### config.mk
export PLATFORM = sky130hd
export DESIGN_NAME = soc_clk_ctrl
export DESIGN_NICKNAME = d
export VERILOG_FILES = /design/src/rtl/soc_clk_ctrl.sv
export SDC_FILE = /design/constraint.sdc
export NUM_CORES = 1
export LEC_CHECK = 0
export ABC_AREA = 1
export CORE_ASPECT_RATIO = 1.1
export CORE_MARGIN = 2
export CORE_UTILIZATION = 65
export CTS_BUF_LIST = sky130_fd_sc_hd__clkbuf_8
export DETAILED_ROUTE_END_ITERATION = 10
export DONT_BUFFER_PORTS = 1
export PLACE_DENSITY = 0.85
export SYNTH_ARGS = -nofsm -noshare
export SYNTH_HDL_FRONTEND = slang
export SYNTH_SLANG_ARGS = --single-unit
### constraint.sdc
create_clock -name clk -period 1.9 [get_ports clk]
set_input_delay 0.38 -clock clk [delete_from_list [all_inputs] [get_ports clk]]
set_output_delay 0.38 -clock clk [all_outputs]
set_load 0.02 [all_outputs]
### src/rtl/soc_clk_ctrl.sv
// soc_clk_ctrl: clock-control and reset sequencing between the clock wizard
// and the SoC core.
//   - Synchronises the wizard lock. Holds the core in reset until lock has
//     been stable for HOLD_CYCLES cycles, and re-asserts reset if lock drops.
//   - Generates NUM_CH programmable clock-enable pulses, with a single-step
//     mode for debugging.
// Ports:
//   clk        system clock; all logic runs on its rising edge
//   RST        asynchronous, active-high reset
//   locked     clock-wizard lock (asynchronous to clk)
//   div        per-channel divisor; channel i is div[i*DIV_W +: DIV_W]
//   step_mode  1 = single-step, 0 = free run
//   step       step request (button level, asynchronous)
//   rst_out    active-high reset to the core and peripherals
//   ce         one-cycle clock-enable pulse per channel
//   running    high while in RUN
//   lost_cnt   saturating count of lock losses seen in HOLD or RUN

// Per-channel divider: a down-counter that pulses on zero, or on step edges.
//   i_run        block is in RUN and stays there this cycle
//   i_step_mode  hold the counter; pulse only on i_step_edge
//   i_step_edge  synchronised rising edge of the step button
//   i_div        divisor; it is sampled only when the counter reloads
//   o_ce         registered clock-enable pulse
module soc_clk_ctrl_ch #(
  parameter int DIV_W = 8
) (
  input  logic             clk,
  input  logic             rst,
  input  logic             i_run,
  input  logic             i_step_mode,
  input  logic             i_step_edge,
  input  logic [DIV_W-1:0] i_div,
  output logic             o_ce
);
  logic [DIV_W-1:0] r_cnt;
  logic             r_ce;

  always_ff @(posedge clk or posedge rst) begin
    if (rst) begin
      r_cnt <= '0;
      r_ce  <= 1'b0;
    end else if (!i_run) begin
      r_cnt <= i_div;
      r_ce  <= 1'b0;
    end else if (i_step_mode) begin
      // The counter freezes, so free run later resumes where it left off.
      r_ce <= i_step_edge;
      if (i_step_edge) r_cnt <= i_div;
    end else if (r_cnt == '0) begin
      r_ce  <= 1'b1;
      r_cnt <= i_div;
    end else begin
      r_ce  <= 1'b0;
      r_cnt <= r_cnt - DIV_W'(1);
    end
  end

  assign o_ce = r_ce;
endmodule

module soc_clk_ctrl #(
  parameter int HOLD_CYCLES = 16,
  parameter int NUM_CH      = 2,
  parameter int DIV_W       = 8
) (
  input  logic                    clk,
  input  logic                    RST,
  input  logic                    locked,
  input  logic [NUM_CH*DIV_W-1:0] div,
  input  logic                    step_mode,
  input  logic                    step,
  output logic                    rst_out,
  output logic [NUM_CH-1:0]       ce,
  output logic                    running,
  output logic [7:0]              lost_cnt
);
  localparam int HC_W = (HOLD_CYCLES > 1) ? $clog2(HOLD_CYCLES) : 1;
  localparam logic [HC_W-1:0] HOLD_MAX = HC_W'(HOLD_CYCLES - 1);

  typedef enum logic [1:0] {S_WAIT_LOCK, S_HOLD, S_RUN} state_t;

  state_t          r_state, w_nxt;
  logic [HC_W-1:0] r_hold_cnt, w_hold_nxt;
  logic [7:0]      r_lost_cnt;
  logic            w_lost_inc;
  logic            r_rst_out, r_running;
  logic [1:0]      r_lock_sync;
  // [1] is step_s and [2] is its previous value.
  logic [2:0]      r_step_sync;
  logic            w_locked_s, w_step_edge, w_run;

  assign w_locked_s  = r_lock_sync[1];
  assign w_step_edge = r_step_sync[1] & ~r_step_sync[2];

  always_ff @(posedge clk or posedge RST) begin
    if (RST) begin
      r_lock_sync <= '0;
      r_step_sync <= '0;
    end else begin
      r_lock_sync <= {r_lock_sync[0], locked};
      r_step_sync <= {r_step_sync[1:0], step};
    end
  end

  always_comb begin
    w_nxt      = r_state;
    w_hold_nxt = r_hold_cnt;
    w_lost_inc = 1'b0;
    case (r_state)
      S_WAIT_LOCK: if (w_locked_s) begin
        w_nxt      = S_HOLD;
        w_hold_nxt = '0;
      end
      S_HOLD: begin
        if (!w_locked_s) begin
          w_nxt      = S_WAIT_LOCK;
          w_lost_inc = 1'b1;
        end else if (r_hold_cnt == HOLD_MAX) begin
          w_nxt = S_RUN;
        end else begin
          w_hold_nxt = r_hold_cnt + HC_W'(1);
        end
      end
      S_RUN: if (!w_locked_s) begin
        w_nxt      = S_WAIT_LOCK;
        w_lost_inc = 1'b1;
      end
      default: w_nxt = S_WAIT_LOCK;
    endcase
  end

  // rst_out and running come from the next state, so they switch on the
  // same edge the state does.
  always_ff @(posedge clk or posedge RST) begin
    if (RST) begin
      r_state    <= S_WAIT_LOCK;
      r_hold_cnt <= '0;
      r_lost_cnt <= '0;
      r_rst_out  <= 1'b1;
      r_running  <= 1'b0;
    end else begin
      r_state    <= w_nxt;
      r_hold_cnt <= w_hold_nxt;
      if (w_lost_inc && r_lost_cnt != 8'hFF) r_lost_cnt <= r_lost_cnt + 8'd1;
      r_rst_out  <= (w_nxt != S_RUN);
      r_running  <= (w_nxt == S_RUN);
    end
  end

  // Channels count only while RUN persists. On the edge that leaves RUN,
  // ce drops together with rst_out rising.
  assign w_run = (r_state == S_RUN) && (w_nxt == S_RUN);

  for (genvar g = 0; g < NUM_CH; g++) begin : g_ch
    soc_clk_ctrl_ch #(.DIV_W(DIV_W)) u_ch (
      .clk         (clk),
      .rst         (RST),
      .i_run       (w_run),
      .i_step_mode (step_mode),
      .i_step_edge (w_step_edge),
      .i_div       (div[g*DIV_W +: DIV_W]),
      .o_ce        (ce[g])
    );
  end

  assign rst_out  = r_rst_out;
  assign running  = r_running;
  assign lost_cnt = r_lost_cnt;
endmodule

---- Word level (Yosys, flattened, before mapping) ----
Index checks and enable logic that the tools add are counted.
W data, S select, Z words.
storage, ports and cells
  ROM bits ................................ 0
  output and inout port bits .............. 12
  bits in latches ......................... 0
  memory bits (writable) .................. 0
  memories kept ........................... 0
  register bits ........................... 39
  input bits .............................. 21
  logic and storage cells ................. 60
operators by class
  magnitude comparators ................... 0
  divide/modulo/power cells ............... 0
  bitwise logic cells ..................... 2
  shifts and indexed selects .............. 0
  eq/ne operators ......................... 10
  muxes and demuxes ....................... 25
  reductions and logical operators ........ 8
  $mul .................................... 0
  add/sub/neg operators ................... 4
operator list
  kind                   number
  $mux W8                8
  $logic_not A8 Y1       2
  $sub A8 B1 Y8 const B  2
  $mux W4                3
  $add A8 B1 Y8 const B  1
  $mux W1                8
  $mux W2                4
  $ne A2 B2 Y1 const B   4
  $ne A8 B8 Y1 const B   1
  $pmux W4 S2            1
  $pmux W2 S3            1
  $add A4 B1 Y4 const B  1
  $eq A2 B2 Y1 const B   2
  $eq A4 B4 Y1 const B   1
  $reduce_and A4 Y1      1
  $ne A3 B3 Y1 const B   1
  $eq A2 B1 Y1 const B   1
  $logic_and A1 B1 Y1    2
  $logic_not A2 Y1       1
  $reduce_bool A2 Y1     1
  $reduce_or A2 Y1       1
  $and A1 B1 Y1          1
  $not A1 Y1             1

---- Depth between registers and ports, before layout ----
  word-level depth ........................ 7
  depth in mapped cells ................... 15
  mapped depth without buffers ............ 14

---- Hierarchy ----
A second synthesis with hierarchy kept.
second synthesis, totals
  cell total of the unflattened synthesis .. 358
  area total of the unflattened synthesis .. 2536.2 um^2
by module, submodules not included
  module           area an instance (um^2)  seq. area each (um^2)  instances  cells an instance
  soc_clk_ctrl_ch  721.9                    225.2                  2          116
  soc_clk_ctrl     1092.3                   526.8                  1          126

---- Worst setup path after synthesis ----
OpenSTA, ideal clock, no wires.
  kind .................................... register to register
  start ................................... reg r_state[1]
  end ..................................... reg g_ch[0].u_ch.r_cnt[0]
  cell stages (with the launch flop) ...... 13
  period minus slack after synthesis ...... 1.744 ns
  data required time ...................... 1.784 ns
  arrival ................................. 1.628 ns
  buffers on the path ..................... 1
  path slack .............................. 0.156 ns
  setup time .............................. 0.116 ns
  path through ............................ dfrtp_1 -> inv_1 -> ha_1 -> nor2_1 -> nor2_4 -> nand2_2 -> nor2_8 -> nand2_4 -> buf_6 -> nand2_1 -> nand2_1 -> nand2_1 -> nand2_1
on the way
  longest elaborated chain between the ends .. 6
  elaborated cells between the ends (all ways) .. 12
  those cells by class .................... 4 x eq/ne; 6 x mux; 2 x reduce/logical
ends and longest elaborated chain
  what                                                      line  text
  from (decl)                                               83    state_t r_state, w_nxt;
  from (signal assigned)                                    143   r_state <= w_nxt;
  $mux W2                                                   119   end else if (r_hold_cnt == HOLD_MAX) begin
  $mux W2                                                   116   if (!w_locked_s) begin
  $pmux W2 S3                                               110   case (r_state)
  $eq A2 B2 Y1                                              153   assign w_run = (r_state == S_RUN) && (w_nxt == S_RUN);
  $logic_and A1 B1 Y1 *                                     153
  $ne A3 B3 Y1 (no line) / $mux W8 (equally long branches)  -
  to (signal assigned)                                      49    if (i_step_edge) r_cnt <= i_div;
  to (signal assigned)                                      52    r_cnt <= i_div;
  to (signal assigned)                                      55    r_cnt <= r_cnt - DIV_W'(1);
  to (decl)                                                 36    logic [DIV_W-1:0] r_cnt;
Every way passes the cells marked *; elsewhere a longest branch is shown, timed or not.
A chain may end at the register's enable or synchronous reset.

---- Worst setup path in the final report ----
  start ................................... reg r_state[0]
  end ..................................... reg g_ch[1].u_ch.r_cnt[7]
on the way
  longest elaborated chain between the ends .. 6
  elaborated cells between the ends (all ways) .. 12
  those cells by class .................... 4 x eq/ne; 6 x mux; 2 x reduce/logical
ends and longest elaborated chain
  what                                                      line
  $mux W2                                                   119
  $mux W2                                                   116
  $pmux W2 S3                                               110
  $eq A2 B2 Y1                                              153
  $logic_and A1 B1 Y1 *                                     153
  $ne A3 B3 Y1 (no line) / $mux W8 (equally long branches)  -
  to (signal assigned)                                      49
  to (signal assigned)                                      52
  to (signal assigned)                                      55
  to (decl)                                                 36
Marked as above.

==> run summary <==
SYNTH
-------------------------------------------------------------------------------------------
Flop and latch count out of synthesis                                                    39
Gate Count Post-Synth                                                                   386
Share of the yosys chip area belonging to registers                                   36.5%
Largest area contributor in the synthesized netlist                            sky130_fd_sc_hd__dfrtp_1
Top flip-flop cell by instance count after synthesis                           sky130_fd_sc_hd__dfrtp_1
Share of synthesized registers carrying an async set or reset                          100%
Mapped cell area                                                                0.00268 mm²
Synth top area cells                                                           sky130_fd_sc_hd__dfrtp_1, sky130_fd_sc_hd__nand2_1, sky130_fd_sc_hd__inv_1
Cell with the most instances after synthesis                                   sky130_fd_sc_hd__nand2_1
Area share of the leading cell type in the synthesized netlist                        35.5%
Yosys warning total                                                                       0
Average footprint of a synthesized cell                                            6.94 µm²
Count of flip-flops with a built-in enable after synthesis                                0
Unique masters post-synth                                                                33
Net count of the mapped netlist                                                         417
Most numerous cell types in the synthesized netlist                            sky130_fd_sc_hd__nand2_1, sky130_fd_sc_hd__inv_1, sky130_fd_sc_hd__dfrtp_1

TIMING
-------------------------------------------------------------------------------------------
Slew Limit Fails                                                                          0
Tightest hold margin                                                                 105 ps
Crit share post-route                                                                  102%
Final hold violation count                                                                0
Setup Skew                                                                          6.52 ps
Maximum clock frequency                                                           0.515 GHz
Final setup violation count                                                               2
Final setup slack of the worst path                                                -40.2 ps
Rel. slew slack                                                                       73.6%
Shortest clock period the worst path allows after layout                            1940 ps
Transition at the pin with the smallest max-transition slack                         395 ps

HOLD PATH
-------------------------------------------------------------------------------------------
Hold Path Origin                                                                       step
Hold Path Sink                                                                 r_step_sync[0]
Number of cells on the worst hold path                                                    0
Type of the worst min-delay path                                               primary input to flip-flop

DRT
-------------------------------------------------------------------------------------------
Wire length on met3                                                                  367 µm
Post-route ant nets                                                                       0
Average wire per cell in the routed design                                          12.6 µm
Number of design-rule violations left by the first detailed-router iteration            230
Per-cell via count in the routed design                                                5.29
Sum of routed wire segments on met1                                                 2.51 mm
Final wirelength                                                                    5.79 mm
Drt drc                                                                                   0
First-pass iteration count of the detailed router                                         4
Wire length on met2                                                                 2.81 mm
Top layer used by detailed routing                                                     met4
Via total after detailed routing                                                       2434

GLOBAL ROUTE
-------------------------------------------------------------------------------------------
Global Route Usage Sum                                                                26.2%
Global route total overflow                                                               0
Maximum number of pins on one net before global-route repair                             32
Antenna violations before repair                                                          0
Vias in the first global route                                                         2194
First-pass GRT wire length                                                          9.52 mm

POWER
-------------------------------------------------------------------------------------------
Worst VDD drop                                                                    0.00101 V
Power density over cell area                                                     825 mW/mm²
Leakage dissipation                                                                 1.61 nW

RUN STATUS
-------------------------------------------------------------------------------------------
Violated checks                                                                setup timing
Run status                                                                     finished with violations

CLOCKING
-------------------------------------------------------------------------------------------
Num Clock Sinks                                                                          39
Latest clock arrival within the worst-skew pair                                      300 ps
TritonCTS Buffers                                                                         5
Deepest level of the CTS H-tree                                                           2
TritonCTS clock tree                                                                   done
Max Root-Sink Buffers                                                                     2
Reg clk slew, reported paths                                                          80 ps
CTS Root Cell                                                                  sky130_fd_sc_hd__clkbuf_8

FINISH
-------------------------------------------------------------------------------------------
Count of antenna diodes in the layout                                                     0
Area growth from synthesis to layout                                                  11.8%
Post-route cell area                                                            0.00300 mm²
Nets@finish                                                                             438
Share of layout cells above drive strength 1                                          14.2%

WORST SETUP PATH
-------------------------------------------------------------------------------------------
Most frequent cell on the critical path                                        sky130_fd_sc_hd__nand2_1
Flop2flop setup slack                                                                -40 ps
Data arrival time at the worst-slack endpoint                                       2180 ps
Critical path, cell by cell                                                    inv_2 > ha_4 > inv_1 > nand2_1 > nor2_1 > nor2_4 > nand2_4 > nor2_8 > buf_12 > nand3_1 > nand2_1 > nand3_1 > nand2_1
Largest driver fanout on the critical path                                                5
Reg2Reg Capture Point                                                          g_ch[1].u_ch.r_cnt[7]
CP peak stage delay                                                                  420 ps
Worst Path Required                                                                 2140 ps
Worst Setup Start Kind                                                            flip-flop
Worst reg2reg path startpoint                                                    r_state[0]
Endpoint kind of the worst setup timing path                                      flip-flop
Max stage delay cell, worst path                                               sky130_fd_sc_hd__dfrtp_1
Depth of the most critical reg-to-reg path                                               13
Startpoint-to-endpoint class of the critical path                              flip-flop to flip-flop

PLACED DESIGN
-------------------------------------------------------------------------------------------
DP HPWL                                                                             4.13 mm
Final weighted congestion of routability-driven global placement                      0.849
Post-DP Area                                                                    0.00278 mm²
Number of port buffers                                                                    0

FLOORPLANNING
-------------------------------------------------------------------------------------------
Placement Rows                                                                           24
X dimension of the die                                                              65.2 µm
Core Region                                                                     0.00396 mm²
IO Count                                                                                 33
Die height                                                                          71.3 µm
Starting density of the core                                                          67.6%
Full die area                                                                   0.00465 mm²

FLOW RUN
-------------------------------------------------------------------------------------------
Max-cap check violation count                                                             0

## stage by stage
step / setup TNS, ps / cells / utilization (%) / setup WS, ps / total power, mW
floorplan: 0 / 386 / - / 156 / 1.64
global placement: -582 / 443 / 70.2 / -50.5 / 1.84
detailed placement: -1640 / 443 / 70.2 / -122 / 1.87
CTS: 0 / 453 / 72.8 / 27.0 / 2.42
global route: -1140 / 460 / 75.6 / -111 / 2.63
finish: -52.7 / 460 / 75.6 / -40.2 / 2.47
## layer usage
metal	vias to the layer above	global-route usage, %
met2	78	42.3
met3	11	6.59
met1	1109	35.2
li1	1236	-
met4	0	7.18
met5	-	0
## flip-flops by register name (all words and copies together) (netlist names)
name             count
r_state              2
rst_out              1
g_ch.u_ch.o_ce       2
lost_cnt             8
r_step_sync          3
g_ch.u_ch.r_cnt     16
running              1
r_lock_sync          2
r_hold_cnt           4
## logic make-up (layout without fill, tap and decap cells)
family	Yosys count	count (layout)	synth area share (%)
AOI/OAI and AO/OA	20	20	4.34
adders and majority gates	10	10	4.67
xor gates and xnor gates	9	9	2.94
and+or+nand+nor	252	252	41.8
buffers and inverters	56	78	9.80
DFF	39	39	36.5
## report_power, final
part	switching [mW]	internal [mW]	total (mW)
sequential	0.104	0.952	1.06
clock	0.299	0.251	0.550
combinational	0.537	0.329	0.866
total	0.940	1.53	2.47
## worst max-delay path by stage
stage / slack, ps / to / startpoint / cells past startpoint
2_1_floorplan: 160 / g_ch[0].u_ch.r_cnt[0] / r_state[1] / 12
3_3_place_gp: -50 / g_ch[0].u_ch.r_cnt[2] / r_state[0] / 12
3_5_place_dp: -120 / g_ch[0].u_ch.r_cnt[5] / r_state[1] / 13
4_1_cts: 30 / g_ch[0].u_ch.r_cnt[2] / r_state[0] / 13
5_1_grt: -110 / g_ch[1].u_ch.r_cnt[7] / r_state[0] / 13
6_report: -40 / g_ch[1].u_ch.r_cnt[7] / r_state[0] / 13
## final cells by class
cell class                 instances  area [µm²]
clock buffer                       5        68.8
tap                               52        65.1
timing repair buffer              24         208
fill                             294         967
clock inverter                     3        16.3
sequential                        39         977
multi-input combinational        291        1480
inverter                          46         180
## repair_timing
action | 4_1_cts | 5_1_grt
endpoints found under the setup margin | 16 | 20
setup buffers | 1 | 7
gates resized for setup | 0 | 13
endpoints found under the hold margin | 8 | 0
hold buffers | 1 | 0
pin swaps | 1 | 3
gates cloned | 0 | 0
## cell usage in the layout, fill, tap and decap left out, types with 3 or more instances in the layout
master / instances
sky130_fd_sc_hd__nor3_1: 6
sky130_fd_sc_hd__inv_2: 5
sky130_fd_sc_hd__a21oi_1: 5
sky130_fd_sc_hd__inv_1: 41
sky130_fd_sc_hd__ha_1: 7
sky130_fd_sc_hd__buf_4: 21
sky130_fd_sc_hd__nand3_1: 20
sky130_fd_sc_hd__nand2_4: 4
sky130_fd_sc_hd__dfrtp_1: 38
sky130_fd_sc_hd__clkbuf_8: 5
sky130_fd_sc_hd__nor2_1: 23
sky130_fd_sc_hd__xnor2_1: 5
sky130_fd_sc_hd__nand2_2: 3
sky130_fd_sc_hd__nand4_1: 10
sky130_fd_sc_hd__nand2_1: 174
sky130_fd_sc_hd__o21ai_0: 8
sky130_fd_sc_hd__xor2_1: 4
## critical path: cells and delay by family, from the launching register on
kind / cells / cell delay [ps]
fa+ha+maj: 1 / 160
buf+inv: 3 / 320
flops: 1 / 420
simple gates: 9 / 990
No activity file was read; power rests on OpenSTA's default activity.
